===== src/rtl/dac_spi_mixer.sv =====
// dac_spi_mixer
// Mixes two unsigned synth channel samples into one 12-bit DAC word at a
// fixed sample rate. Each word goes to an MCP4921-style SPI DAC as a 16-bit
// frame, MSB first, with a 4-bit config header in front of it.
//
// Ports:
//   clk            system clock
//   rst            asynchronous reset, active low
//   ch0, ch1       channel samples, N bits unsigned
//   mute           forces the DAC data field to zero when sampled at latch time
//   dac_cs_n       SPI chip select, active low
//   dac_sclk       SPI clock, idles low; the DAC samples on the rising edge
//   dac_mosi       SPI data, MSB first
//   busy           high from chip-select fall through the inter-frame gap
//   sample_strobe  one-cycle pulse on the cycle after a sample is latched
//   overrun        sticky flag, set when a sample tick arrives mid-frame
module dac_spi_mixer #(
    parameter int         N          = 11,
    parameter int         SCLK_DIV   = 2,
    parameter int         SAMPLE_DIV = 500,
    parameter logic [3:0] CONFIG     = 4'b0111
) (
    input  logic         clk,
    input  logic         rst,
    input  logic [N-1:0] ch0,
    input  logic [N-1:0] ch1,
    input  logic         mute,
    output logic         dac_cs_n,
    output logic         dac_sclk,
    output logic         dac_mosi,
    output logic         busy,
    output logic         sample_strobe,
    output logic         overrun
);

    // Counter widths are clamped to at least one bit so that a divider of 1
    // still elaborates.
    localparam int HW = (SCLK_DIV > 1) ? $clog2(SCLK_DIV) : 1;
    localparam int TW = (SAMPLE_DIV > 1) ? $clog2(SAMPLE_DIV) : 1;
    localparam logic [HW-1:0] H_LAST = HW'(SCLK_DIV - 1);
    localparam logic [TW-1:0] T_LAST = TW'(SAMPLE_DIV - 1);

    typedef enum logic [2:0] {
        ST_IDLE = 3'd0,
        ST_LOW  = 3'd1,
        ST_HIGH = 3'd2,
        ST_TAIL = 3'd3,
        ST_GAP  = 3'd4
    } state_t;

    state_t          state_r;
    logic [TW-1:0]   timer_r;
    logic [HW-1:0]   hcnt_r;
    logic [3:0]      bit_r;
    logic [15:0]     frame_r;

    logic            tick_s;
    logic            half_done_s;
    logic [N:0]      sum_s;
    logic [15:0]     word_s;

    // Sample tick, half-period completion and the next frame word.
    // The sum of two N-bit values fits in N+1 bits, so it needs no saturation.
    always_comb begin
        tick_s      = (timer_r == T_LAST);
        half_done_s = (hcnt_r == H_LAST);
        sum_s       = {1'b0, ch0} + {1'b0, ch1};
        if (mute) begin
            word_s = {CONFIG, {(N + 1){1'b0}}};
        end else begin
            word_s = {CONFIG, sum_s};
        end
    end

    // Sample timer, overrun flag and SPI frame sequencer with registered pins.
    // The timer free-runs even while a frame is in flight. A tick that arrives
    // in any state other than IDLE, including the last GAP cycle, is dropped.
    always_ff @(posedge clk or negedge rst) begin
        if (!rst) begin
            state_r       <= ST_IDLE;
            timer_r       <= '0;
            hcnt_r        <= '0;
            bit_r         <= 4'd15;
            frame_r       <= 16'd0;
            dac_cs_n      <= 1'b1;
            dac_sclk      <= 1'b0;
            dac_mosi      <= 1'b0;
            busy          <= 1'b0;
            sample_strobe <= 1'b0;
            overrun       <= 1'b0;
        end else begin
            sample_strobe <= 1'b0;
            timer_r       <= tick_s ? '0 : timer_r + TW'(1);
            if (tick_s && (state_r != ST_IDLE)) begin
                overrun <= 1'b1;
            end
            case (state_r)
                ST_IDLE: begin
                    if (tick_s) begin
                        frame_r       <= word_s;
                        bit_r         <= 4'd15;
                        hcnt_r        <= '0;
                        dac_mosi      <= word_s[15];
                        dac_cs_n      <= 1'b0;
                        busy          <= 1'b1;
                        sample_strobe <= 1'b1;
                        state_r       <= ST_LOW;
                    end
                end
                ST_LOW: begin
                    if (half_done_s) begin
                        hcnt_r   <= '0;
                        dac_sclk <= 1'b1;
                        state_r  <= ST_HIGH;
                    end else begin
                        hcnt_r <= hcnt_r + HW'(1);
                    end
                end
                ST_HIGH: begin
                    // mosi only moves on the falling sclk edge so it is stable
                    // across the DAC's rising-edge sample.
                    if (half_done_s) begin
                        hcnt_r   <= '0;
                        dac_sclk <= 1'b0;
                        if (bit_r == 4'd0) begin
                            dac_mosi <= 1'b0;
                            state_r  <= ST_TAIL;
                        end else begin
                            bit_r    <= bit_r - 4'd1;
                            dac_mosi <= frame_r[bit_r - 4'd1];
                            state_r  <= ST_LOW;
                        end
                    end else begin
                        hcnt_r <= hcnt_r + HW'(1);
                    end
                end
                ST_TAIL: begin
                    if (half_done_s) begin
                        hcnt_r   <= '0;
                        dac_cs_n <= 1'b1;
                        state_r  <= ST_GAP;
                    end else begin
                        hcnt_r <= hcnt_r + HW'(1);
                    end
                end
                ST_GAP: begin
                    if (half_done_s) begin
                        hcnt_r  <= '0;
                        busy    <= 1'b0;
                        state_r <= ST_IDLE;
                    end else begin
                        hcnt_r <= hcnt_r + HW'(1);
                    end
                end
                default: begin
                    state_r  <= ST_IDLE;
                    hcnt_r   <= '0;
                    dac_cs_n <= 1'b1;
                    dac_sclk <= 1'b0;
                    dac_mosi <= 1'b0;
                    busy     <= 1'b0;
                end
            endcase
        end
    end

endmodule


===== config.mk =====
export PLATFORM = sky130hd
export DESIGN_NAME = dac_spi_mixer
export DESIGN_NICKNAME = d
export VERILOG_FILES = /design/src/rtl/dac_spi_mixer.sv
export SDC_FILE = /design/constraint.sdc
export NUM_CORES = 1
export LEC_CHECK = 0
export BUFFER_PORTS_ARGS = -buffer_cell sky130_fd_sc_hd__buf_4
export CAP_MARGIN = 20
export CORE_MARGIN = 10
export CORE_UTILIZATION = 40
export DETAILED_ROUTE_END_ITERATION = 12
export PLACE_DENSITY = 0.67
export SYNTH_ARGS = -nofsm -noshare
export SYNTH_HDL_FRONTEND = slang
export SYNTH_SLANG_ARGS = --single-unit

===== constraint.sdc =====
create_clock -name clk -period 1.9 [get_ports clk]
set_input_delay 0.38 -clock clk [delete_from_list [all_inputs] [get_ports clk]]
set_output_delay 0.38 -clock clk [all_outputs]
set_load 0.02 [all_outputs]

==> tab_implementation.tex, run 1 <==
\begin{tabular}{lr}
\hline
Metric & Value \\
\hline
\multicolumn{2}{l}{\textbf{Status}} \\
Status & finished, final reports clean \\
\multicolumn{2}{l}{\textbf{Drt}} \\
Routed via count divided by cell count & around 5.2 \\
Iteration count of the initial detailed-routing pass & 4 \\
Average detailed-routed wire length per instance & between 10 and 15 um \\
Routed Antenna Nets & 0 \\
Violation count after the first detailed-routing iteration & 87 \\
DRC violation count after routing & 0 \\
Number of vias after detailed routing & 1,789 \\
Wire length reported by the detailed router & roughly 4.5 mm \\
\multicolumn{2}{l}{\textbf{Critical path}} \\
Crit Path Category & flip-flop to flip-flop \\
Signal arrival time at the worst endpoint & a little under 2 ns \\
R2r endpoint & dac\_mosi \\
Crit Path Max Fanout & 3 \\
Critical Path Source Type & flip-flop \\
Required time reported for the critical path endpoint & $\sim$2.1 ns \\
Worst Reg2Reg Path Length in Cells & 5 \\
Critical path endpoint category & flip-flop \\
R2r setup slk & 0.10 ns \\
Reg2Reg Launch Point & bit\_r[0] \\
\multicolumn{2}{l}{\textbf{Layout}} \\
Antenna diode count & 0 \\
Fillers & a little over 500 \\
Area taken by flip-flops and latches & approximately 910 um\^{}2 \\
Net count of the finished layout & a little over 300 \\
Area taken by multi-input logic gates & about 0.0013 mm\^{}2 \\
Final cell area excluding filler cells & 0.00270 mm\^{}2 \\
Area added between synthesis and finish & 21.5\% \\
Fraction of layout cells with a size suffix above 1 & between 20 and 30\% \\
\multicolumn{2}{l}{\textbf{Clock tree}} \\
\# clock sinks & 36 \\
CTS H-tree depth & 2 \\
Library cell used as clock root buffer & sky130\_fd\_sc\_hd\_\_clkbuf\_8 \\
Post-CTS setup buffers & 0 \\
Clock transition at path regs & roughly 0.080 ns \\
Cts repair resizes & 0 \\
Quantity of hold-fixing buffers added after cts & 0 \\
Number of buffers inserted during clock tree synthesis & 5 \\
Deepest clock path buffer count & 2 \\
TritonCTS clock tree & done \\
Clock latency reported for the late side of the worst-skew pair & slightly below 0.3 ns \\
\multicolumn{2}{l}{\textbf{Timing}} \\
Slew at the pin with the worst max-slew slack & between 0.4 and 0.5 ns \\
Pins over their slew limit & 0 \\
Unrepaired setup endpoints after global routing & false \\
Headroom to the max-slew limit & a little over two thirds \\
Worst setup skew after layout & roughly 0.0097 ns \\
Setup violations, final & 0 \\
Post-route clock period utilization & between 90 and 100\% \\
Time the worst path needs with I/O delays and setup & 1.80 ns \\
Peak clock frequency supported by timing & $\sim$0.56 GHz \\
Number of hold violations in the final report & 0 \\
Worst Setup Slack, final & $\sim$0.10 ns \\
\multicolumn{2}{l}{\textbf{Synthesis}} \\
Multiplexer share of the synthesized area & 4.90\% \\
Count of different cell masters after synthesis & 53 \\
Post-synthesis cell count & roughly 230 \\
Compound-Gate Fraction of Synth Area & between 10\% and 20\% \\
Flip-flop cell with the highest count after synthesis & sky130\_fd\_sc\_hd\_\_dfrtp\_1 \\
Fraction of the mapped netlist area in simple logic gates & 18.5\% \\
Post-synthesis adder-cell area fraction & 8.78\% \\
Share of synthesized flip-flops with an asynchronous set or reset & 100\% \\
Xor/xnor cell area share of the yosys netlist & approximately 4.7\% \\
Dominant combinational cell family by area after synthesis & compound AO/OA/AOI/OAI gates \\
Seq cells post-synth & 36 \\
Summed instance area of the synthesized netlist & approximately 0.0022 mm\^{}2 \\
Post-Syn Area per Cell & between 9 and 10 um\^{}2 \\
Yosys synthesis warning count & 0 \\
Synthesized Nets & 272 \\
Post-synthesis sequential area ratio & approximately 41\% \\
Number of enable-type register cells in the synthesized netlist & 0 \\
\multicolumn{2}{l}{\textbf{Power and ir drop}} \\
IR Drop Worst-Case VDD & between 0.3 and 0.4 mV \\
Leakage & 1.20 nW \\
PD cells & between 500 and 600 mW/mm\^{}2 \\
\multicolumn{2}{l}{\textbf{Global route}} \\
First-pass GRT wire length & approximately 7.8 mm \\
Vias in the first global route & between 1,500 and 2,000 \\
Pin count of the biggest net entering global routing & 37 \\
Total grt overflow & 0 \\
Total routing resource utilization after global routing & a little over a tenth \\
Initial antenna violation count & 0 \\
\multicolumn{2}{l}{\textbf{Min path}} \\
Worst min path class & input port to asynchronous set/reset pin \\
\multicolumn{2}{l}{\textbf{Die}} \\
IO Count & 31 \\
Height of the die & 94.6 um \\
Floorplan die area & just under 0.009 mm\^{}2 \\
Standard-cell row count & 27 \\
Die width & $\sim$95 um \\
Initial core utilization & 40.9\% \\
Core Region & 0.00544 mm\^{}2 \\
\multicolumn{2}{l}{\textbf{Place}} \\
Detailed placement HPWL & between 3 and 4 mm \\
Pre-CTS worst setup slack & -0.180 ns \\
Routability congestion estimate & approximately 0.85 \\
Cell area reported after detailed placement & 0.00258 mm\^{}2 \\
Number of buffers inserted by port buffering & 30 \\
\multicolumn{2}{l}{\textbf{Job}} \\
Max\_cap viols & 0 \\
\hline
\end{tabular}
[layout make-up]
cell class,count,share of cell area [%]
clock inverter,1,0.278
multi-input combinational,181,47.4
tap,72,3.33
clock buffer,7,3.20
timing repair buffer,41,11.4
inverter,6,0.834
sequential,36,33.6
[synth_stat cells, types with 3 or more instances]
cell	count	area share, %
sky130_fd_sc_hd__xnor2_1	5	2.0
sky130_fd_sc_hd__o21ai_0	11	2.5
sky130_fd_sc_hd__nor3_1	5	1.1
sky130_fd_sc_hd__ha_1	14	7.9
sky130_fd_sc_hd__o31ai_1	6	2.0
sky130_fd_sc_hd__dfstp_2	5	5.9
sky130_fd_sc_hd__nor3b_1	3	1.0
sky130_fd_sc_hd__nor2_1	15	2.5
sky130_fd_sc_hd__inv_1	5	0.84
sky130_fd_sc_hd__o21bai_1	3	1.0
sky130_fd_sc_hd__nand2_1	27	4.6
sky130_fd_sc_hd__o21ai_1	9	2.0
sky130_fd_sc_hd__xor2_1	7	2.8
sky130_fd_sc_hd__nand2b_1	7	2.0
sky130_fd_sc_hd__nor2b_1	3	0.84
sky130_fd_sc_hd__a21oi_1	19	4.3
sky130_fd_sc_hd__dfrtp_1	31	35
sky130_fd_sc_hd__nand3_1	5	1.1
sky130_fd_sc_hd__clkbuf_1	6	1.0
[metal layers]
layer  vias to the layer above  share of wire [%]  track usage [%]
li1                        916                  -                -
met1                       833                 48             13.3
met4                         0                1.6             4.11
met5                         -                  0                0
met2                        35                 45             16.3
met3                         5                5.5             3.65
[stage by stage]
stage | hold slack [ns] | std cells | setup TNS [ns] | total power (W) | utilization, %
final | 0.0286 | 344 | 0 | 0.00158 | 49.7
after global routing | 0.0630 | 344 | 0 | 0.00166 | 49.7
after CTS | 0.0449 | 344 | 0 | 0.00160 | 49.1
after detailed placement | 0.364 | 336 | -0.369 | 0.00102 | 47.4
after global placement | 0.359 | 336 | -0.316 | 0.00102 | 47.4
after floorplan | 0.0844 | 232 | 0 | 0.000932 | -
[worst max-delay path by stage]
stage	end	cells past startpoint	start	slack [ns]
2_1_floorplan	frame_r[10]	7	ch0[0]	0.05
3_5_place_dp	frame_r[10]	8	ch0[0]	-0.18
4_1_cts	dac_mosi	8	bit_r[0]	0.06
3_3_place_gp	frame_r[10]	8	ch0[0]	-0.15
6_report	dac_mosi	5	bit_r[0]	0.10
5_1_grt	frame_r[7]	5	timer_r[0]	0.02
[worst max-delay path, cell delays in order (launching register included)]
cell	delay, ns
sky130_fd_sc_hd__dfstp_2	0.54
sky130_fd_sc_hd__buf_4	0.12
sky130_fd_sc_hd__mux4_1	0.52
sky130_fd_sc_hd__mux2_2	0.28
sky130_fd_sc_hd__a21oi_2	0.14
sky130_fd_sc_hd__o21ai_1	0.07
[sequential cells by signal (all words and copies together) (netlist names), 3 cells and up]
name / flops
bit_r: 4
frame_r: 13
state_r: 3
timer_r: 9
[placed cells by master, fill, tap and decap left out, types with 3 or more instances in the layout]
cell,netlist,layout
sky130_fd_sc_hd__nand3_1,5,5
sky130_fd_sc_hd__nor2b_1,3,3
sky130_fd_sc_hd__xor2_1,7,6
sky130_fd_sc_hd__xnor2_1,5,5
sky130_fd_sc_hd__dfrtp_1,31,31
sky130_fd_sc_hd__nand2b_1,7,7
sky130_fd_sc_hd__nand2_1,27,27
sky130_fd_sc_hd__dfstp_2,5,5
sky130_fd_sc_hd__o21bai_1,3,3
sky130_fd_sc_hd__inv_1,5,5
sky130_fd_sc_hd__nor3_1,5,5
sky130_fd_sc_hd__a21oi_1,19,19
sky130_fd_sc_hd__nor2_1,15,15
sky130_fd_sc_hd__clkbuf_8,0,6
sky130_fd_sc_hd__nor3b_1,3,3
sky130_fd_sc_hd__ha_1,14,13
sky130_fd_sc_hd__buf_4,0,41
sky130_fd_sc_hd__o21ai_0,11,11
sky130_fd_sc_hd__o31ai_1,6,6
sky130_fd_sc_hd__o21ai_1,9,8
[cell families after synthesis]
family	after synthesis
DFF	36
and+or+nand+nor	80
AOI/OAI and AO/OA	68
xor gates and xnor gates	12
buffers and inverters	15
muxes	6
adders and majority gates	15
[power breakdown]
part	switching [W]	internal, W
clock network	0.000274	0.000295
registers	0.00000471	0.000774
logic	0.000115	0.000115
Power figures use the tool's default switching activity.
==> run 2, diff against run 1 <==
--- a/config.mk
+++ b/config.mk
@@ -10,7 +10,7 @@
 export CORE_MARGIN = 10
 export CORE_UTILIZATION = 40
 export DETAILED_ROUTE_END_ITERATION = 12
-export PLACE_DENSITY = 0.67
+export PLACE_DENSITY = 0.65
 export SYNTH_ARGS = -nofsm -noshare
 export SYNTH_HDL_FRONTEND = slang
 export SYNTH_SLANG_ARGS = --single-unit
==> constraint.sdc (replaced) <==
create_clock -name clk -period 2 [get_ports clk]
set_input_delay 0.4 -clock clk [delete_from_list [all_inputs] [get_ports clk]]
set_output_delay 0.4 -clock clk [all_outputs]
set_load 0.02 [all_outputs]
==> run 2 against run 1 <==
  * Largest cell class unchanged
  * Sequential cell count unchanged
  * Highest routed layer unchanged
  * Critical path depth increased by 1
  * Worst setup slack improved by 0.0097 ns
  * Clock skew decreased by 0.0037 ns
  * Sequential share of layout area increased by 0.60 points
  * Final cell count decreased by 1.2%
  * Sequential power decreased by 5.0%
==> tab_implementation.tex, run 2 (synthesis gave the netlist of run 1 again) <==
\begin{tabular}{lr}
\hline
Metric & Value \\
\hline
\multicolumn{2}{l}{\textbf{Status}} \\
Status & finished, final reports clean (unchanged) \\
\multicolumn{2}{l}{\textbf{Clock tree}} \\
Number of buffers inserted during clock tree synthesis & 5 (unchanged) \\
Clock latency reported for the late side of the worst-skew pair & 0.29 ns (about the same) \\
TritonCTS clock tree & done (unchanged) \\
Library cell used as clock root buffer & sky130\_fd\_sc\_hd\_\_clkbuf\_8 (unchanged) \\
Clock transition at path regs & 0.07 ns (was 0.08 ns) \\
CTS H-tree depth & 2 (unchanged) \\
Post-CTS setup buffers & 0 (unchanged) \\
\# clock sinks & 36 (unchanged) \\
Deepest clock path buffer count & 2 (unchanged) \\
\multicolumn{2}{l}{\textbf{Place}} \\
Instance count after placement with tap cells included & 332 (was 336) \\
Detailed placement HPWL & 3.57 mm (was 3.55 mm) \\
Routability congestion estimate & 0.858 (was 0.846) \\
Number of buffers inserted by port buffering & 30 (unchanged) \\
\multicolumn{2}{l}{\textbf{Critical path}} \\
Required time reported for the critical path endpoint & 2.17 ns (was 2.07 ns) \\
Startpoint of the worst setup timing path & bit\_r[0] (unchanged) \\
Crit Path Max Fanout & 4 (was 3) \\
CP delay by family, top & flip-flops (was multiplexers) \\
Crit-path cells & inv\_1 -> ha\_1 -> xor2\_1 -> mux2\_2 -> a21oi\_2 -> o21ai\_1 (was buf\_4 -> mux4\_1 -> mux2\_2 -> a21oi\_2 -> o21ai\_1) \\
Number of logic stages on the critical path including buffering & 6 (was 5) \\
R2r endpoint & dac\_mosi (unchanged) \\
Critical Path Source Type & flip-flop (unchanged) \\
Crit Path Category & flip-flop to flip-flop (unchanged) \\
Signal arrival time at the worst endpoint & 2.05 ns (was 1.96 ns) \\
Critical path endpoint category & flip-flop (unchanged) \\
Worst Reg2Reg Path Length in Cells & 6 (was 5) \\
R2r setup slk & 0.11 ns (was 0.10 ns) \\
Reg2Reg Launch Point & bit\_r[0] (unchanged) \\
Crit path buf inv count & 1 (unchanged) \\
Slowest stage cell on the critical path & sky130\_fd\_sc\_hd\_\_dfstp\_2 (unchanged) \\
CP peak stage delay & 0.58 ns (was 0.54 ns) \\
CP Capture Point & dac\_mosi (unchanged) \\
\multicolumn{2}{l}{\textbf{Die}} \\
Standard-cell row count & 27 (unchanged) \\
Initial core utilization & 40.9\% (unchanged) \\
IO Count & 31 (unchanged) \\
Height of the die & 94.6 um (unchanged) \\
Die width & 94.6 um (unchanged) \\
Core Region & 0.00544 mm\^{}2 (unchanged) \\
Floorplan die area & 0.00894 mm\^{}2 (unchanged) \\
\multicolumn{2}{l}{\textbf{Layout}} \\
Largest registers in the final layout & frame\_r: 13 flops, timer\_r: 9 flops, bit\_r: 4 flops (unchanged) \\
Top reg by flops & frame\_r (unchanged) \\
Most frequent standard cell in the layout excluding fill and tap cells & sky130\_fd\_sc\_hd\_\_buf\_4 (unchanged) \\
Area added between synthesis and finish & 19.4\% (was 21.5\%) \\
Final std cells w/o fill & 340 (was 344) \\
Highest-count cells in the layout ignoring fill and taps & sky130\_fd\_sc\_hd\_\_buf\_4, sky130\_fd\_sc\_hd\_\_dfrtp\_1, sky130\_fd\_sc\_hd\_\_nand2\_1 (unchanged) \\
Max FFs per register & 13 (unchanged) \\
Net count of the finished layout & 307 (was 311) \\
Fillers & 511 (was 513) \\
Antenna diode count & 0 (unchanged) \\
Fraction of layout cells with a size suffix above 1 & 23.1\% (was 25.4\%) \\
\multicolumn{2}{l}{\textbf{Drt}} \\
DRC violation count after routing & 0 (unchanged) \\
Iteration count of the initial detailed-routing pass & 4 (unchanged) \\
Average detailed-routed wire length per instance & 13.6 um (was 13.2 um) \\
Routed via count divided by cell count & 5.18 (was 5.20) \\
Wire length reported by the detailed router & 4.61 mm (was 4.55 mm) \\
Violation count after the first detailed-routing iteration & 56 (was 87) \\
Routed Antenna Nets & 0 (unchanged) \\
Number of vias after detailed routing & 1,761 (was 1,789) \\
\multicolumn{2}{l}{\textbf{Timing}} \\
Setup violations, final & 0 (unchanged) \\
Time the worst path needs with I/O delays and setup & 1.89 ns (was 1.80 ns) \\
Post-route clock period utilization & 94.3\% (was 94.5\%) \\
Worst setup skew after layout & 0.00597 ns (was 0.00970 ns) \\
Headroom to the max-slew limit & 69.8\% (was 70.4\%) \\
Post-Route Hold Slack & 0.0569 ns (was 0.0286 ns) \\
Slew at the pin with the worst max-slew slack & 0.453 ns (was 0.444 ns) \\
Peak clock frequency supported by timing & 0.530 GHz (was 0.557 GHz) \\
Pins over their slew limit & 0 (unchanged) \\
Number of hold violations in the final report & 0 (unchanged) \\
Setup TNS & 0 ns (unchanged) \\
\multicolumn{2}{l}{\textbf{Global route}} \\
Met3 Track Usage GR & 2.85\% (was 3.65\%) \\
GR Util met1 & 14.5\% (was 13.3\%) \\
Total routing resource utilization after global routing & 11.4\% (was 10.6\%) \\
Total grt overflow & 0 (unchanged) \\
Most Crowded Layer GR & met2 (unchanged) \\
Pin count of the biggest net entering global routing & 37 (unchanged) \\
Met2 global-route usage & 17.9\% (was 16.3\%) \\
Initial antenna violation count & 0 (unchanged) \\
First-pass GRT wire length & 8.40 mm (was 7.83 mm) \\
Vias in the first global route & 1,825 (was 1,741) \\
\multicolumn{2}{l}{\textbf{Power and ir drop}} \\
Overall power consumption & 0.00149 W (was 0.00158 W) \\
Leakage & 1.18 nW (was 1.20 nW) \\
PD cells & 562 mW/mm\^{}2 (was 584 mW/mm\^{}2) \\
IR Drop Worst-Case VDD & 0.258 mV (was 0.312 mV) \\
\multicolumn{2}{l}{\textbf{Min path}} \\
Worst min path class & input port to asynchronous set/reset pin (unchanged) \\
\multicolumn{2}{l}{\textbf{Job}} \\
Max\_cap viols & 0 (unchanged) \\
\hline
\end{tabular}
==> run 2: layout make-up <==
class,instances,area [um^2],share of cell area [%]
inverters,6,22.5,0.849
flip-flops and latches,36,907,34.2
clock inverters,1,7.51,0.283
well taps,72,90.1,3.39
clock buffers,7,86.3,3.25
multi-input cells,181,1260,47.6
repair buffers,37,278,10.5
==> run 2: worst min-delay path by stage <==
stage | start | endpoint | slack, ns | cells past startpoint
after floorplan | rst | busy | 0.10 | 0
after global routing | rst | timer_r[2] | 0.08 | 1
after CTS | rst | timer_r[4] | 0.07 | 1
after global placement | rst | timer_r[4] | 0.38 | 1
after detailed placement | rst | timer_r[4] | 0.39 | 1
final | rst | timer_r[4] | 0.06 | 1
==> run 2: stage by stage <==
step                      area (um^2)  setup slack, ns  util [%]
after global placement           2550          -0.0575      46.8
final                            2650            0.114      48.8
after global routing             2650         -0.00555      48.8
after CTS                        2640            0.113      48.6
after floorplan                  2220            0.126         -
after detailed placement         2550           -0.109      46.8
==> run 2: timing repair <==
action | CTS | global route
gates resized for setup | 0 | 1
hold endpoints to repair | 0 | 0
setup endpoints to repair | 0 | 1
hold buffers | 0 | 0
==> run 2: power breakdown <==
part	switching [W]	internal [W]
registers	0.00000424	0.000736
clock network	0.000258	0.000280
logic	0.000109	0.000104
total	0.000371	0.00112
==> run 2: routing by layer <==
metal	share of wire, %	wire length [um]	up-vias
li1	-	-	910
met1	47	2180	811
met2	46	2110	33
met3	5.1	237	7
met4	1.8	83	0
met5	0	0	-
==> run 2: worst reg2reg max path, delay by kind of cell (launching register included) <==
kind / cells / cell delay (ns)
compound gates: 2 / 0.21
xor+xnor: 1 / 0.26
fa+ha+maj: 1 / 0.24
buf+inv: 1 / 0.10
flops: 1 / 0.58
mux: 1 / 0.38
